$ cat src/rtl/bus_drv_pkg.sv
// ============================================================================
// Module  : bus_drv_pkg
// Brief   : Packet type and ID-field constants shared by the bus driver FIFO,
//           arbiter, agent and checker.
// Revision: 1.0 - initial release
// ============================================================================
`default_nettype none

package bus_drv_pkg;

    localparam int PCKG_SZ = 16;

    typedef logic [PCKG_SZ-1:0] pckg_t;

    // Destination ID occupies the top byte of every packet.
    localparam int          ID_W     = 8;
    localparam int          ID_MSB   = PCKG_SZ - 1;
    localparam logic [7:0]  BCAST_ID = 8'hFF;

    function automatic logic [ID_W-1:0] get_id(input pckg_t pkt);
        return pkt[ID_MSB -: ID_W];
    endfunction

    function automatic logic is_bcast(input pckg_t pkt);
        return get_id(pkt) == BCAST_ID;
    endfunction

endpackage

`default_nettype wire

$ cat src/rtl/bus_fifo_mem.sv
// ============================================================================
// Module  : bus_fifo_mem
// Brief   : Simple dual-port storage array, one synchronous write port and one
//           asynchronous read port. Contents are never reset.
// Revision: 1.0 - initial release
// ============================================================================
`default_nettype none

module bus_fifo_mem #(
    parameter  int WIDTH = 16,
    parameter  int DEPTH = 8,
    localparam int AW    = $clog2(DEPTH)
) (
    input  logic             clk,
    input  logic             we_i,
    input  logic [AW-1:0]    waddr_i,
    input  logic [WIDTH-1:0] wdata_i,
    input  logic [AW-1:0]    raddr_i,
    output logic [WIDTH-1:0] rdata_o
);

    logic [WIDTH-1:0] mem_q [DEPTH];

    always_ff @(posedge clk) begin
        if (we_i) begin
            mem_q[waddr_i] <= wdata_i;
        end
    end

    assign rdata_o = mem_q[raddr_i];

endmodule

`default_nettype wire

$ cat src/rtl/bus_drv_fifo.sv
// ============================================================================
// Module  : bus_drv_fifo
// Brief   : Per-device show-ahead transmit FIFO feeding one arbiter port.
//           Define BUS_FIFO_STATS_EN to add the ovf_cnt / hwm statistics ports.
// Revision: 1.0 - initial release
// ============================================================================
`default_nettype none

module bus_drv_fifo
    import bus_drv_pkg::*;
#(
    parameter  int pckg_sz = PCKG_SZ,
    parameter  int depth   = 8,
    parameter  int af_lvl  = 6,
    localparam int AW      = $clog2(depth),
    localparam int CW      = $clog2(depth + 1)
) (
    input  logic               clk,
    input  logic               reset_n,
    input  logic               wr_en,
    input  logic [pckg_sz-1:0] wr_data,
    output logic               full,
    output logic               almost_full,
    output logic               overflow,
    input  logic               pop,
    output logic               pndng,
    output logic [pckg_sz-1:0] D_pop,
    output logic [CW-1:0]      count
`ifdef BUS_FIFO_STATS_EN
    ,
    output logic [15:0]        ovf_cnt,
    output logic [CW-1:0]      hwm
`endif
);

    logic [AW-1:0]      rd_ptr_q, rd_ptr_d;
    logic [AW-1:0]      wr_ptr_q, wr_ptr_d;
    logic [CW-1:0]      count_q, count_d;
    logic               full_q, full_d;
    logic               af_q, af_d;
    logic               pndng_q, pndng_d;
    logic               ovf_q, ovf_d;
    logic [pckg_sz-1:0] dpop_q, dpop_d;

    logic               w_pop_ok;
    logic               w_wr_ok;
    logic [CW-1:0]      w_remain;
    logic [pckg_sz-1:0] w_rdata;

    bus_fifo_mem #(
        .WIDTH (pckg_sz),
        .DEPTH (depth)
    ) u_mem (
        .clk     (clk),
        .we_i    (w_wr_ok),
        .waddr_i (wr_ptr_q),
        .wdata_i (wr_data),
        .raddr_i (rd_ptr_d),
        .rdata_o (w_rdata)
    );

    always_comb begin
        w_pop_ok = pop & pndng_q;
        w_wr_ok  = wr_en & (~full_q | w_pop_ok);
        ovf_d    = wr_en & full_q & ~pop;
        rd_ptr_d = rd_ptr_q + AW'(w_pop_ok);
        wr_ptr_d = wr_ptr_q + AW'(w_wr_ok);
        w_remain = count_q - CW'(w_pop_ok);
        count_d  = w_remain + CW'(w_wr_ok);
        full_d   = (count_d == CW'(depth));
        af_d     = (count_d >= CW'(af_lvl));
        pndng_d  = (count_d != '0);
        // The new head is the word being written only when nothing else is left.
        if (w_wr_ok && (w_remain == '0)) begin
            dpop_d = wr_data;
        end else if (count_d != '0) begin
            dpop_d = w_rdata;
        end else begin
            dpop_d = dpop_q;
        end
    end

    always_ff @(posedge clk or negedge reset_n) begin
        if (!reset_n) begin
            rd_ptr_q <= '0;
            wr_ptr_q <= '0;
            count_q  <= '0;
            full_q   <= 1'b0;
            af_q     <= 1'b0;
            pndng_q  <= 1'b0;
            ovf_q    <= 1'b0;
            dpop_q   <= '0;
        end else begin
            rd_ptr_q <= rd_ptr_d;
            wr_ptr_q <= wr_ptr_d;
            count_q  <= count_d;
            full_q   <= full_d;
            af_q     <= af_d;
            pndng_q  <= pndng_d;
            ovf_q    <= ovf_d;
            dpop_q   <= dpop_d;
        end
    end

    assign full        = full_q;
    assign almost_full = af_q;
    assign overflow    = ovf_q;
    assign pndng       = pndng_q;
    assign D_pop       = dpop_q;
    assign count       = count_q;

`ifdef BUS_FIFO_STATS_EN
    logic [15:0]   ovf_cnt_q;
    logic [CW-1:0] hwm_q;

    always_ff @(posedge clk or negedge reset_n) begin
        if (!reset_n) begin
            ovf_cnt_q <= '0;
            hwm_q     <= '0;
        end else begin
            if (ovf_d && (ovf_cnt_q != 16'hFFFF)) begin
                ovf_cnt_q <= ovf_cnt_q + 16'd1;
            end
            if (count_d > hwm_q) begin
                hwm_q <= count_d;
            end
        end
    end

    assign ovf_cnt = ovf_cnt_q;
    assign hwm     = hwm_q;
`endif

endmodule

`default_nettype wire

$ cat config.mk
export PLATFORM = sky130hd
export DESIGN_NAME = bus_drv_fifo
export DESIGN_NICKNAME = d
export VERILOG_FILES = /design/src/rtl/bus_drv_pkg.sv /design/src/rtl/bus_fifo_mem.sv /design/src/rtl/bus_drv_fifo.sv
export SDC_FILE = /design/constraint.sdc
export NUM_CORES = 1
export LEC_CHECK = 0
export ABC_AREA = 1
export BUFFER_PORTS_ARGS = -buffer_cell sky130_fd_sc_hd__buf_2
export CORE_MARGIN = 1
export CORE_UTILIZATION = 54
export DETAILED_ROUTE_END_ITERATION = 12
export PLACE_DENSITY = 0.82
export SETUP_SLACK_MARGIN = 0.2
export SYNTH_ARGS = -nofsm -noshare
export SYNTH_HDL_FRONTEND = slang
export SYNTH_SLANG_ARGS = --single-unit
$ cat constraint.sdc
create_clock -name clk -period 2.34 [get_ports clk]
set_clock_uncertainty 0.15 [all_clocks]
set_input_delay 0.468 -clock clk [delete_from_list [all_inputs] [get_ports clk]]
set_output_delay 0.468 -clock clk [all_outputs]
set_load 0.05 [all_outputs]
# [Word level (Yosys, flattened, before mapping)]
# Memory sizes are Yosys's and may differ from the RTL's.
# Cells that the tools add are included.
[classes] bitwise=7 n_mux=4 eq_ne=1 add_sub_neg=4 magnitude_cmp=1 reduce_logical=4
[ops] cell="two-way mux 16 bit" n=2
[ops] cell="adder 3 x 1 -> 3 bit" n=2
[ops] cell="adder 4 x 1 -> 4 bit" n=1
[ops] cell="bitwise AND 1 bit" n=4
[ops] cell="equality test 4 bit, second input constant" n=1
[ops] cell="greater-or-equal comparator 4 x 3 -> 1 bit, second input constant" n=1
[ops] cell="logical NOT 4 bit" n=1
[ops] cell="nonzero test 4 bit" n=1
[ops] cell="subtractor 4 x 1 -> 4 bit" n=1
[ops] cell="two-way mux 1 bit" n=2
[ops] cell="inverter 1 bit" n=2
[ops] cell="nonzero test 2 bit" n=1
[ops] cell="logical AND 1 bit" n=1
[ops] cell="OR 1 bit" n=1
[word_totals] n_memories=1 out_inout_bits=24 word_cells=30 in_bits=20 ram_bits=128 register_bits=30
[mem_list] name="u_mem.mem_q" words=8 width=16 read_ports=1 rd_ports_with_merged_regs=0 write_ports=1 line_no="bus_fifo_mem.sv:22" text="logic [WIDTH-1:0] mem_q [DEPTH];"

# [Longest topological paths before layout]
[logic_depth] word_depth=7 mapped_depth=15 depth_no_buf=14

# [Hierarchy]
# From an unflattened synthesis, not the netlist that was laid out.
[unflattened] cells_unflattened=769 area_unflattened_um2=7273.2
[by_module_without_submodules] mod="bus_fifo_mem" instances=1 cells_each=571 area_each_um2=5669.2 seq_area_each_um2=3843.7
[by_module_without_submodules] mod="bus_drv_fifo" instances=1 cells_each=198 area_each_um2=1604.0 seq_area_each_um2=750.7

# [Least setup slack after synthesis]
# OpenSTA, ideal clock, no wires.
[synth_path] path_kind="flip-flop to flip-flop" from="register pndng_q (netlist: pndng)" to="register dpop_q[4] (netlist: D_pop[4])" path_stages_with_launch=14 slack_ps=-457 synth_period_minus_slack_ps=2797 setup_ps=126 required_ps=2064 n_path_buf=1 arrival_time_ps=2521 cell_sequence="dfrtp_1 -> nand2_2 -> nor2_4 -> ha_1 -> inv_1 -> ha_1 -> or2_2 -> nor2_4 -> nand3_1 -> nand2_1 -> inv_2 -> buf_6 -> nand2_1 -> nand3_1"
[synth_via] elab_chain_len=6 elab_cells_between_ends=13 classes_between="add/sub: 3; mux: 2; bitwise: 3; reduce/logical: 4; memory: 1"
[synth_lines] element="from (decl)" line_no="bus_drv_fifo.sv:41" text="logic pndng_q, pndng_d;"
[synth_lines] element="from (signal assigned)" line_no="bus_drv_fifo.sv:99" text="pndng_q <= pndng_d;"
[synth_lines] element="bitwise AND 1 bit *" line_no="bus_drv_fifo.sv:63" text="w_pop_ok = pop & pndng_q;"
[synth_lines] element="branches (longest 2 deep; another with subtractor 4 x 1 -> 4 bit)"
[synth_lines] element="adder 4 x 1 -> 4 bit *" line_no="bus_drv_fifo.sv:69" text="count_d = w_remain + CW'(w_wr_ok);"
[synth_lines] element="named net count_d[1]" line_no="bus_drv_fifo.sv:38" text="logic [CW-1:0] count_q, count_d;"
[synth_lines] element="nonzero test 4 bit *"
[synth_lines] element="named net pndng_d" line_no="bus_drv_fifo.sv:41"
[synth_lines] element="nonzero test 2 bit (no line) *"
[synth_lines] element="to (signal assigned)" line_no="bus_drv_fifo.sv:101" text="dpop_q <= dpop_d;"
[synth_lines] element="to (decl)" line_no="bus_drv_fifo.sv:43" text="logic [pckg_sz-1:0] dpop_q, dpop_d;"
# Mark *: on every way through the listed nets, which the timed path passes. The select of a mux whose other input is x is not followed.
# A chain may end at the register's enable or synchronous reset.

# [Final worst setup path]
[layout_path] from="register pndng_q (netlist: pndng)" to="register dpop_q[13] (netlist: D_pop[13])"
# Same word-level chain as after synthesis.

==> results_dict.tcl <==
set metrics [dict create \
    synth.distinct_cells 25 \
    cts_root_buffer "clkbuf_16" \
    diodes 0 \
    crit_arrival_ns 2.37 \
    top_layer "met4" \
    ys_warn_count 0 \
    cts_tree "yes" \
    path_clk_slew_ns 0.06 \
    hold_class "input pin to register" \
    drt_iter0_drc 423 \
    syn_area_per_cell_um2 11.02 \
    cts.sinks 158 \
    r2r_slack_ns 0.13 \
    synth.yosys.seq_area_share_pct 67.38 \
    route.met3.wl_mm 1.459 \
    multiInputGateArea_um2 1981 \
    synth_edf_count 128 \
    power.density_nw_per_um2 1591 \
    fin_crit_ns 2.212 \
    status "complete, no violations" \
    io_pins 44 \
    p_total_mw 13.08 \
    via_count 4992 \
    drt_pass1_iterations 6 \
    wl_mm 16.31 \
    synth_flop_cell "edfxtp_1" \
    die_area_um2 13080 \
    grt_max_degree 41 \
    leakage_nw 3.391 \
    grt_pass1_vias 4971 \
    regArea_um2 4599 \
    maxSlewViolCount 0 \
    gp_congestion 0.8026 \
    rows 40 \
    synthCells 619 \
    worstPathRequired_ns 2.50 \
    hold_viol 0 \
    cp-start-kind "register" \
    core_area_um2 12160 \
    ir_drop_v 0.0009747 \
    yosysTopAreaCell "edfxtp_1" \
    finalCritPeriodShare_pct 94.52 \
    rr_worst_depth 12 \
    cp_max_fo 16 \
    synth_fp_nets 645 \
    wl_met2_mm 8.129 \
    fmax_mhz 452.1 \
    initial_core_util_pct 56.07 \
    final_net_count 708 \
    via_per_inst 5.784 \
    rsz0062_at_grt "true" \
    grt_pass1_wl_mm 25.53 \
    synthToLayoutAreaGrowth_pct 20.50 \
    dpl_cell_area_um2 7477 \
    drtAntennaViolNets 0 \
    ys_seq_elements 158 \
    crit_path_end_kind "register" \
    post-dp-hpwl_mm 9.715 \
    layout-drive-gt1-share_pct 21.01 \
    path_class "register to register" \
    die_height_um 114.4 \
    drv_cap 0 \
    wire_per_inst_um 18.89 \
    design_area_um2 8217 \
    drt-met1-wl_mm 5.955 \
    antenna_found_initial 0 \
    drc_errors 0 \
    numCtsBuffers 17 \
    port_buffers 43 \
    synth_top_area_share_pct 56.37 \
    grt.overflow.total 0 \
    cts.path.max_buffers 2 \
    whs_path_depth 3 \
    clk-insertion-delay-late_ns 0.43 \
    grt_use_total_pct 27.06 \
    cts_max_level 4 \
    async_reset_ff_share_pct 18.99 \
    maxSlewHeadroom_pct 51.84 \
    syn_area_um2 6819 \
    synthTopCellsByArea "edfxtp_1 (56%), dfrtp_1 (11%), nand2_1 (9.9%)" \
    fill_cells 808 \
    finalSetupViolCount 0 \
    worst_pin_slew_ns 0.7223 \
    die-width_um 114.4 \
]
==> worst max-delay path: stages (launching register included) <==
cell,delay [ns]
dfrtp_2,0.43
nand2_4,0.14
nor2_4,0.07
ha_4,0.27
inv_4,0.04
ha_4,0.21
or2_4,0.24
nor2_4,0.11
nand3_2,0.11
nand2_4,0.10
inv_8,0.06
nand2_1,0.08
nand3_1,0.07
==> cells in the mapped netlist (3+ instances only) <==
library cell	number
dfrtp_1	30
nor2_1	12
inv_1	44
nand3b_1	33
inv_2	4
clkbuf_1	12
nand2_1	179
nand3_1	117
buf_1	3
nand2_2	7
edfxtp_1	128
nand4_1	17
ha_1	6
buf_4	6
buf_2	9
==> logic make-up after synthesis <==
group	Yosys count	synth area share [%]
AND/OR/NAND/NOR	370	25.58
XOR/XNOR	3	0.4955
AO/OA/AOI/OAI	1	0.2753
buffers and inverters	81	5.174
adder cells (fa/ha/maj)	6	1.101
flip-flops	158	67.38
==> layer usage <==
| metal | up-vias | GRT usage, % |
|---|---|---|
| met5 | - | 0 |
| met4 | 0 | 16.54 |
| met3 | 59 | 6.670 |
| met2 | 282 | 44.08 |
| met1 | 2403 | 32.70 |
| li1 | 2248 | - |
==> metrics by stage <==
step	setup TNS, ns	hold WS [ns]	setup slack, ns	std cells	utilization [%]
after detailed placement	-1.095	0.3727	-0.1126	827	61.48
after CTS	0	0.1109	0.1236	863	67.20
after global placement	0	0.3647	0.02325	827	61.48
after floorplan	-0.6240	0.02241	-0.06241	619	-
final	0	0.1254	0.1282	863	67.56
after global routing	0	0.1338	0.06318	863	67.56
==> area by class of cell <==
cell class / count / share of cell area (%)
repair buffers: 76 / 6.929
flip-flops and latches: 158 / 55.98
clock buffers: 19 / 5.391
multi-input cells: 380 / 24.11
well taps: 168 / 2.558
clock inverters: 13 / 2.650
inverters: 49 / 2.391
==> final timing paths <==
kind | endpoint | start
max | D_pop[13] | pndng
max in group asynchronous | count[1] | reset_n
min | overflow | wr_en
max reg2reg | D_pop[13] | pndng
min reg2reg | wr_ptr_q[2] | wr_ptr_q[2]
min in group asynchronous | almost_full | reset_n
==> repair_timing <==
item | 4_1_cts | 5_1_grt
gates resized for setup | 1 | 9
hold endpoints to repair | 30 | 0
setup buffers | 3 | 0
pin swaps | 2 | 1
setup endpoints to repair | 16 | 19
hold buffers | 1 | 0
==> cell usage in the layout, fill, tap and decap left out, drive strengths merged <==
cell and count:
clkbuf 19, clkinvlp 1, dfrtp 30, nand4 17
bufinv 6, dlygate4sd3 1, xor2 1, a21boi 1
edfxtp 128, buf 75, nor3 1, clkinv 8
nand3b 33, or2 1, inv 47, ha 6
nand3 118, xnor2 2, nor2 14, nand2 186
==> where the power goes <==
group | leakage, nW | total, mW | switching, mW | internal, mW
Combinational | 1.55 | 6.01 | 4.10 | 1.91
Sequential | 1.52 | 4.01 | 0.304 | 3.70
Clock | 0.326 | 3.06 | 1.05 | 2.01
==> flip-flops by register name, summed over array words and instances (netlist names) <==
signal and count:
D_pop 16, almost_full 1, count 4, full 1, overflow 1, pndng 1, rd_ptr_q 3, u_mem.mem_q 128
wr_ptr_q 3
Power figures use the tool's default switching activity.
